==> config.mk <==
export PLATFORM = sky130hd
export DESIGN_NAME = cw_envelope_shaper
export DESIGN_NICKNAME = d
export VERILOG_FILES = /design/src/rtl/cw_envelope_shaper.sv
export SDC_FILE = /design/constraint.sdc
export NUM_CORES = 1
export LEC_CHECK = 0
export BUFFER_PORTS_ARGS = -buffer_cell sky130_fd_sc_hd__buf_2
export CORE_MARGIN = 2
export CORE_UTILIZATION = 60
export DETAILED_ROUTE_END_ITERATION = 6
export HOLD_SLACK_MARGIN = 0.03
export PLACE_DENSITY = 0.77
export SYNTH_ARGS = -nofsm -noshare
export SYNTH_HDL_FRONTEND = slang
export SYNTH_SLANG_ARGS = --single-unit
==> constraint.sdc <==
create_clock -name clk -period 7.84 [get_ports clk]
set_input_delay 1.176 -clock clk [delete_from_list [all_inputs] [get_ports clk]]
set_output_delay 1.176 -clock clk [all_outputs]
set_load 0.02 [all_outputs]
==> src/rtl/cw_envelope_shaper.sv <==
// cw_envelope_shaper
// Keyed CW envelope generator for the transmitter's CORDIC NCO.
// The key is synchronised, then a ramp index r (0..2^STEP_BITS) is stepped by a
// prescaled tick to form a linear attack/decay. CW_RF = clamped level * r / 2^STEP_BITS.
// CW_PTT is held through a programmable hang time after the decay finishes.
module cw_envelope_shaper #(
    parameter int STEP_BITS  = 8,
    parameter int HANG_SHIFT = 16
) (
    input  logic        clk,
    input  logic        reset,        // asynchronous, active low
    input  logic        cw_key,
    input  logic        cw_enable,
    input  logic [15:0] cw_level,
    input  logic [15:0] cw_ramp_div,
    input  logic [9:0]  hang_ticks,
    output logic [15:0] CW_RF,
    output logic        CW_PTT,
    output logic        cw_busy
);

    localparam int R_W    = STEP_BITS + 1;
    localparam int PROD_W = 15 + R_W;
    localparam logic [R_W-1:0] R_MAX = {1'b1, {STEP_BITS{1'b0}}};

    typedef enum logic [2:0] {
        ST_IDLE,
        ST_RAMP_UP,
        ST_ON,
        ST_RAMP_DOWN,
        ST_HANG
    } state_t;

    state_t                 state_reg, state_next;
    logic [1:0]             sync_reg;
    logic [R_W-1:0]         r_reg, r_next;
    logic [15:0]            pre_reg, pre_next;
    logic [HANG_SHIFT-1:0]  hang_pre_reg, hang_pre_next;
    logic [9:0]             hang_cnt_reg, hang_cnt_next;
    logic [15:0]            rf_next;
    logic [14:0]            lvl;
    logic                   key_s;
    logic                   ramp_tick;
    logic                   hang_tick;
    logic                   state_change;

    // Two-flop synchroniser for the asynchronous key input
    always_ff @(posedge clk or negedge reset) begin
        if (!reset) begin
            sync_reg <= 2'b00;
        end else begin
            sync_reg <= {sync_reg[0], cw_key};
        end
    end

    // Enable is applied after the synchroniser so dropping it acts like a key release
    assign key_s = sync_reg[1] & cw_enable;

    // A live cw_ramp_div lowered below the running count still produces a tick
    // instead of waiting for the 16-bit counter to wrap.
    assign ramp_tick = (pre_reg >= cw_ramp_div);
    assign hang_tick = &hang_pre_reg;

    // Next-state, ramp index and hang counter; key transitions take priority over ticks
    always_comb begin
        state_next    = state_reg;
        r_next        = r_reg;
        hang_cnt_next = hang_cnt_reg;
        case (state_reg)
            ST_IDLE: begin
                r_next = '0;
                if (key_s) begin
                    state_next = ST_RAMP_UP;
                end
            end
            ST_RAMP_UP: begin
                if (!key_s) begin
                    state_next = ST_RAMP_DOWN;
                end else if (r_reg == R_MAX) begin
                    state_next = ST_ON;
                end else if (ramp_tick) begin
                    r_next = r_reg + 1'b1;
                end
            end
            ST_ON: begin
                r_next = R_MAX;
                if (!key_s) begin
                    state_next = ST_RAMP_DOWN;
                end
            end
            ST_RAMP_DOWN: begin
                if (key_s) begin
                    state_next = ST_RAMP_UP;
                end else if (r_reg == '0) begin
                    if (hang_ticks == '0) begin
                        state_next = ST_IDLE;
                    end else begin
                        state_next    = ST_HANG;
                        hang_cnt_next = hang_ticks;
                    end
                end else if (ramp_tick) begin
                    r_next = r_reg - 1'b1;
                end
            end
            ST_HANG: begin
                r_next = '0;
                if (key_s) begin
                    state_next = ST_RAMP_UP;
                end else if (hang_tick) begin
                    // Leaving on the final tick rather than one cycle after the
                    // counter reads zero keeps the hang exactly hang_ticks long.
                    if (hang_cnt_reg <= 10'd1) begin
                        state_next = ST_IDLE;
                    end else begin
                        hang_cnt_next = hang_cnt_reg - 10'd1;
                    end
                end
            end
            default: begin
                state_next = ST_IDLE;
                r_next     = '0;
            end
        endcase
    end

    // Prescalers restart on every state change so each phase begins with a full step period
    always_comb begin
        state_change  = (state_next != state_reg);
        pre_next      = (state_change || ramp_tick) ? 16'd0 : pre_reg + 16'd1;
        hang_pre_next = state_change ? '0 : hang_pre_reg + 1'b1;
    end

    // Amplitude: clamp to positive 15-bit range, scale by r / 2^STEP_BITS
    always_comb begin
        lvl     = cw_level[15] ? 15'h7FFF : cw_level[14:0];
        rf_next = 16'((PROD_W'(lvl) * PROD_W'(r_reg)) >> STEP_BITS);
    end

    // State, ramp and hang registers
    always_ff @(posedge clk or negedge reset) begin
        if (!reset) begin
            state_reg    <= ST_IDLE;
            r_reg        <= '0;
            pre_reg      <= '0;
            hang_pre_reg <= '0;
            hang_cnt_reg <= '0;
        end else begin
            state_reg    <= state_next;
            r_reg        <= r_next;
            pre_reg      <= pre_next;
            hang_pre_reg <= hang_pre_next;
            hang_cnt_reg <= hang_cnt_next;
        end
    end

    // Output stage: CW_RF and CW_PTT share one pipeline register so PTT brackets RF
    always_ff @(posedge clk or negedge reset) begin
        if (!reset) begin
            CW_RF  <= '0;
            CW_PTT <= 1'b0;
        end else begin
            CW_RF  <= rf_next;
            CW_PTT <= (state_reg != ST_IDLE);
        end
    end

    assign cw_busy = (state_reg != ST_IDLE);

endmodule

==> flow_metrics.env <==
export IMPL_status="completed"
export IMPL_die_x_um=121
export IMPL_avgSynthCellArea_um2=8.94
export IMPL_grt_pass1_vias=6502
export IMPL_post_cts_setup_buffers=0
export IMPL_io_buffers=63
export IMPL_synth_top_family_by_area="adder cells"
export IMPL_final_cell_mix="inv_1 (147), fa_1 (92), dfrtp_1 (73), ha_1 (67), nand2_1 (64)"
export IMPL_coreArea_um2=13200
export IMPL_wl_um=16900
export IMPL_slowest_delay_ps=560
export IMPL_finalCritPeriodShare=0.772
export IMPL_netlist_area_um2=8160
export IMPL_critPathRequiredTime_ps=8120
export IMPL_finalMaxSlewViolations=0
export IMPL_async_reset_ff_frac=1.00
export IMPL_ant_nets=0
export IMPL_synth_edf_count=0
export IMPL_path_clk_slew_ps=70
export IMPL_num_rows=42
export IMPL_drc=0
export IMPL_grt_max_degree=74
export IMPL_clockRootBuffer="clkbuf_16"
export IMPL_clkSinkCount=73
export IMPL_r2r_cells=16
export IMPL_critPathMaxFanout=43
export IMPL_yosysUniqueCellTypes=65
export IMPL_synth_seq_cells=73
export IMPL_yosysWarnings=0
export IMPL_rsz0062_at_grt="false"
export IMPL_cts_tree="built"
export IMPL_routedWlPerCell_um=15.0
export IMPL_finalSetupViolCount=0
export IMPL_gr_total_overflow=0
export IMPL_holdCritPathClass="register to register"
export IMPL_synth_xor_area_frac=0.0515
export IMPL_fmax_mhz=165
export IMPL_final_common_cell="inv_1"
export IMPL_path_cells="buf_2 -> or2_2 -> nand2_1 -> fa_1 -> inv_1 -> fa_1 -> inv_1 -> fa_1 -> inv_1 -> fa_1 -> ha_1 -> a211oi_1 -> o21ai_0 -> o21ai_1 -> o21a_1 -> o31ai_1 -> o41ai_1 -> xnor2_1"
export IMPL_synthMuxAreaShare=0.00123
export IMPL_p_leak_nw=4.54
export IMPL_io_pins=64
export IMPL_hold_viol=0
export IMPL_first_pass_iters=5
export IMPL_peakVddDrop_mv=0.140
export IMPL_drt_iter0_markers=385
export IMPL_cts_resized_gates=0
export IMPL_cts_htree_levels=3
export IMPL_utilization=0.666
export IMPL_antennaDiodeCount=0
export IMPL_num_vias=6191
export IMPL_synth_ff_type="dfrtp_1"
export IMPL_cts_buffers=9
export IMPL_gp_congestion=0.870
export IMPL_tns_ps=0
export IMPL_dieArea_um2=14500
export IMPL_criticalPathCategory="input pin to register"
export IMPL_relSlewSlack=0.376
export IMPL_via_per_inst=5.48
export IMPL_start_util=0.616
export IMPL_antenna_found_initial=0
export IMPL_synth_compound_area_frac=0.119
export IMPL_fin_worst_skew_ps=9.45
export IMPL_cpMostUsedCell="fa_1"
export IMPL_worst_pin_slew_ps=936
export IMPL_insertion_delay_ps=350
export IMPL_synthAdderAreaFrac=0.329
export IMPL_syn_inst=912
export IMPL_layout_nets=1155
export IMPL_cap_violations=0
export IMPL_drive_gt1_frac=0.113
export IMPL_slowest_stage="fa_1"
export IMPL_dpl_hpwl_um=12500
export IMPL_chipHeight_um=121
export IMPL_start_kind="input pin"
export IMPL_yosys_area_share_simple=0.190
export IMPL_clockBufferDepth=2
export IMPL_holdBufCountCts=0
export IMPL_grt_pass1_wl_um=30200
export IMPL_syn_to_final_growth_pct=8.09
export IMPL_end_kind="register"
export IMPL_synth_nets=1117
export IMPL_yosysSeqAreaShare=0.224
export IMPL_period_minus_slack_ps=6050
export IMPL_worst_ep_arrival_time_ps=6330
export IMPL_power_density_nw_per_um2=175
export IMPL_grt_total_usage=0.262
export IMPL_whs_path_depth=0
==> cells in the mapped netlist (all sizes together), types with 2 or more instances <==
cell	count	area [um2]
a211oi	2	27.5
a21o	9	67.6
a21oi	33	165
a22o	3	26.3
a22oi	2	15.0
a31oi	6	37.5
and2	31	194
and3	8	50.1
buf	5	32.5
clkbuf	31	116
dfrtp	73	1830
fa	92	1840
ha	67	838
inv	147	552
nand2	64	240
nand2b	4	25.0
nand3	30	150
nand3b	2	15.0
nand4	6	37.5
nor2	71	299
nor2b	45	282
nor3	10	55.1
nor4	7	58.8
o211ai	4	30.0
o21a	6	45.0
o21ai	63	327
o21bai	3	22.5
o22ai	2	18.8
o311ai	3	43.8
o31a	2	17.5
o31ai	2	15.0
o41ai	2	17.5
or2	8	50.1
or3	5	31.3
or4	2	18.8
xnor2	23	201
xor2	25	219
==> per-layer routing <==
layer	up-vias	track usage	wire (um)
li1	3001	-	-
met1	2987	0.343	7490
met3	39	0.0491	787
met5	-	0	0
met2	164	0.439	8210
met4	0	0.0923	416
==> report_power, final <==
part	total [W]	switching, W	internal (W)
clock network	0.000392	0.000178	0.000214
logic	0.000635	0.000398	0.000236
registers	0.000519	0.0000757	0.000444
==> path summary, 6_finish.rpt <==
check,slack [ps],to,from
max,1790,CW_RF[15],cw_level[15]
min,360,sync_reg[1],sync_reg[0]
max reg2reg,2510,CW_RF[14],r_reg[8]
min reg2reg,360,sync_reg[1],sync_reg[0]
max in group asynchronous,6270,pre_reg[13],reset
min in group asynchronous,970,hang_cnt_reg[0],reset
==> through the flow <==
stage	instances	area [um2]	setup slack, ps	total power [W]	hold WS (ps)
after floorplan	912	8160	2040	0.00102	331
after global placement	1115	8540	1670	0.00115	335
after detailed placement	1115	8540	1520	0.00116	340
after CTS	1130	8810	1900	0.00156	354
after global routing	1130	8810	1460	0.00167	369
final	1130	8810	1790	0.00155	361
==> critical path: cells and delay by family <==
family / cells / cell delay [ps]
compound gates: 6 / 1620
fa+ha+maj: 5 / 2260
xor+xnor: 1 / 170
buf+inv: 4 / 650
simple gates: 2 / 420
==> layout make-up <==
cell class / count / area (um2)
tap: 176 / 220
inverter: 147 / 552
fill: 1088 / 4430
timing repair buffer: 63 / 318
sequential: 73 / 1830
clock inverter: 6 / 45.0
clock buffer: 9 / 225
multi-input combinational: 656 / 5630
==> logic make-up (layout without fill, tap and decap cells) <==
group | Yosys count | after routing
compound gates | 151 | 151
xor+xnor | 48 | 48
fa+ha+maj | 159 | 159
buf+inv | 183 | 225
flops | 73 | 73
mux | 1 | 1
simple gates | 297 | 297
(Power assumes the default switching activity.)
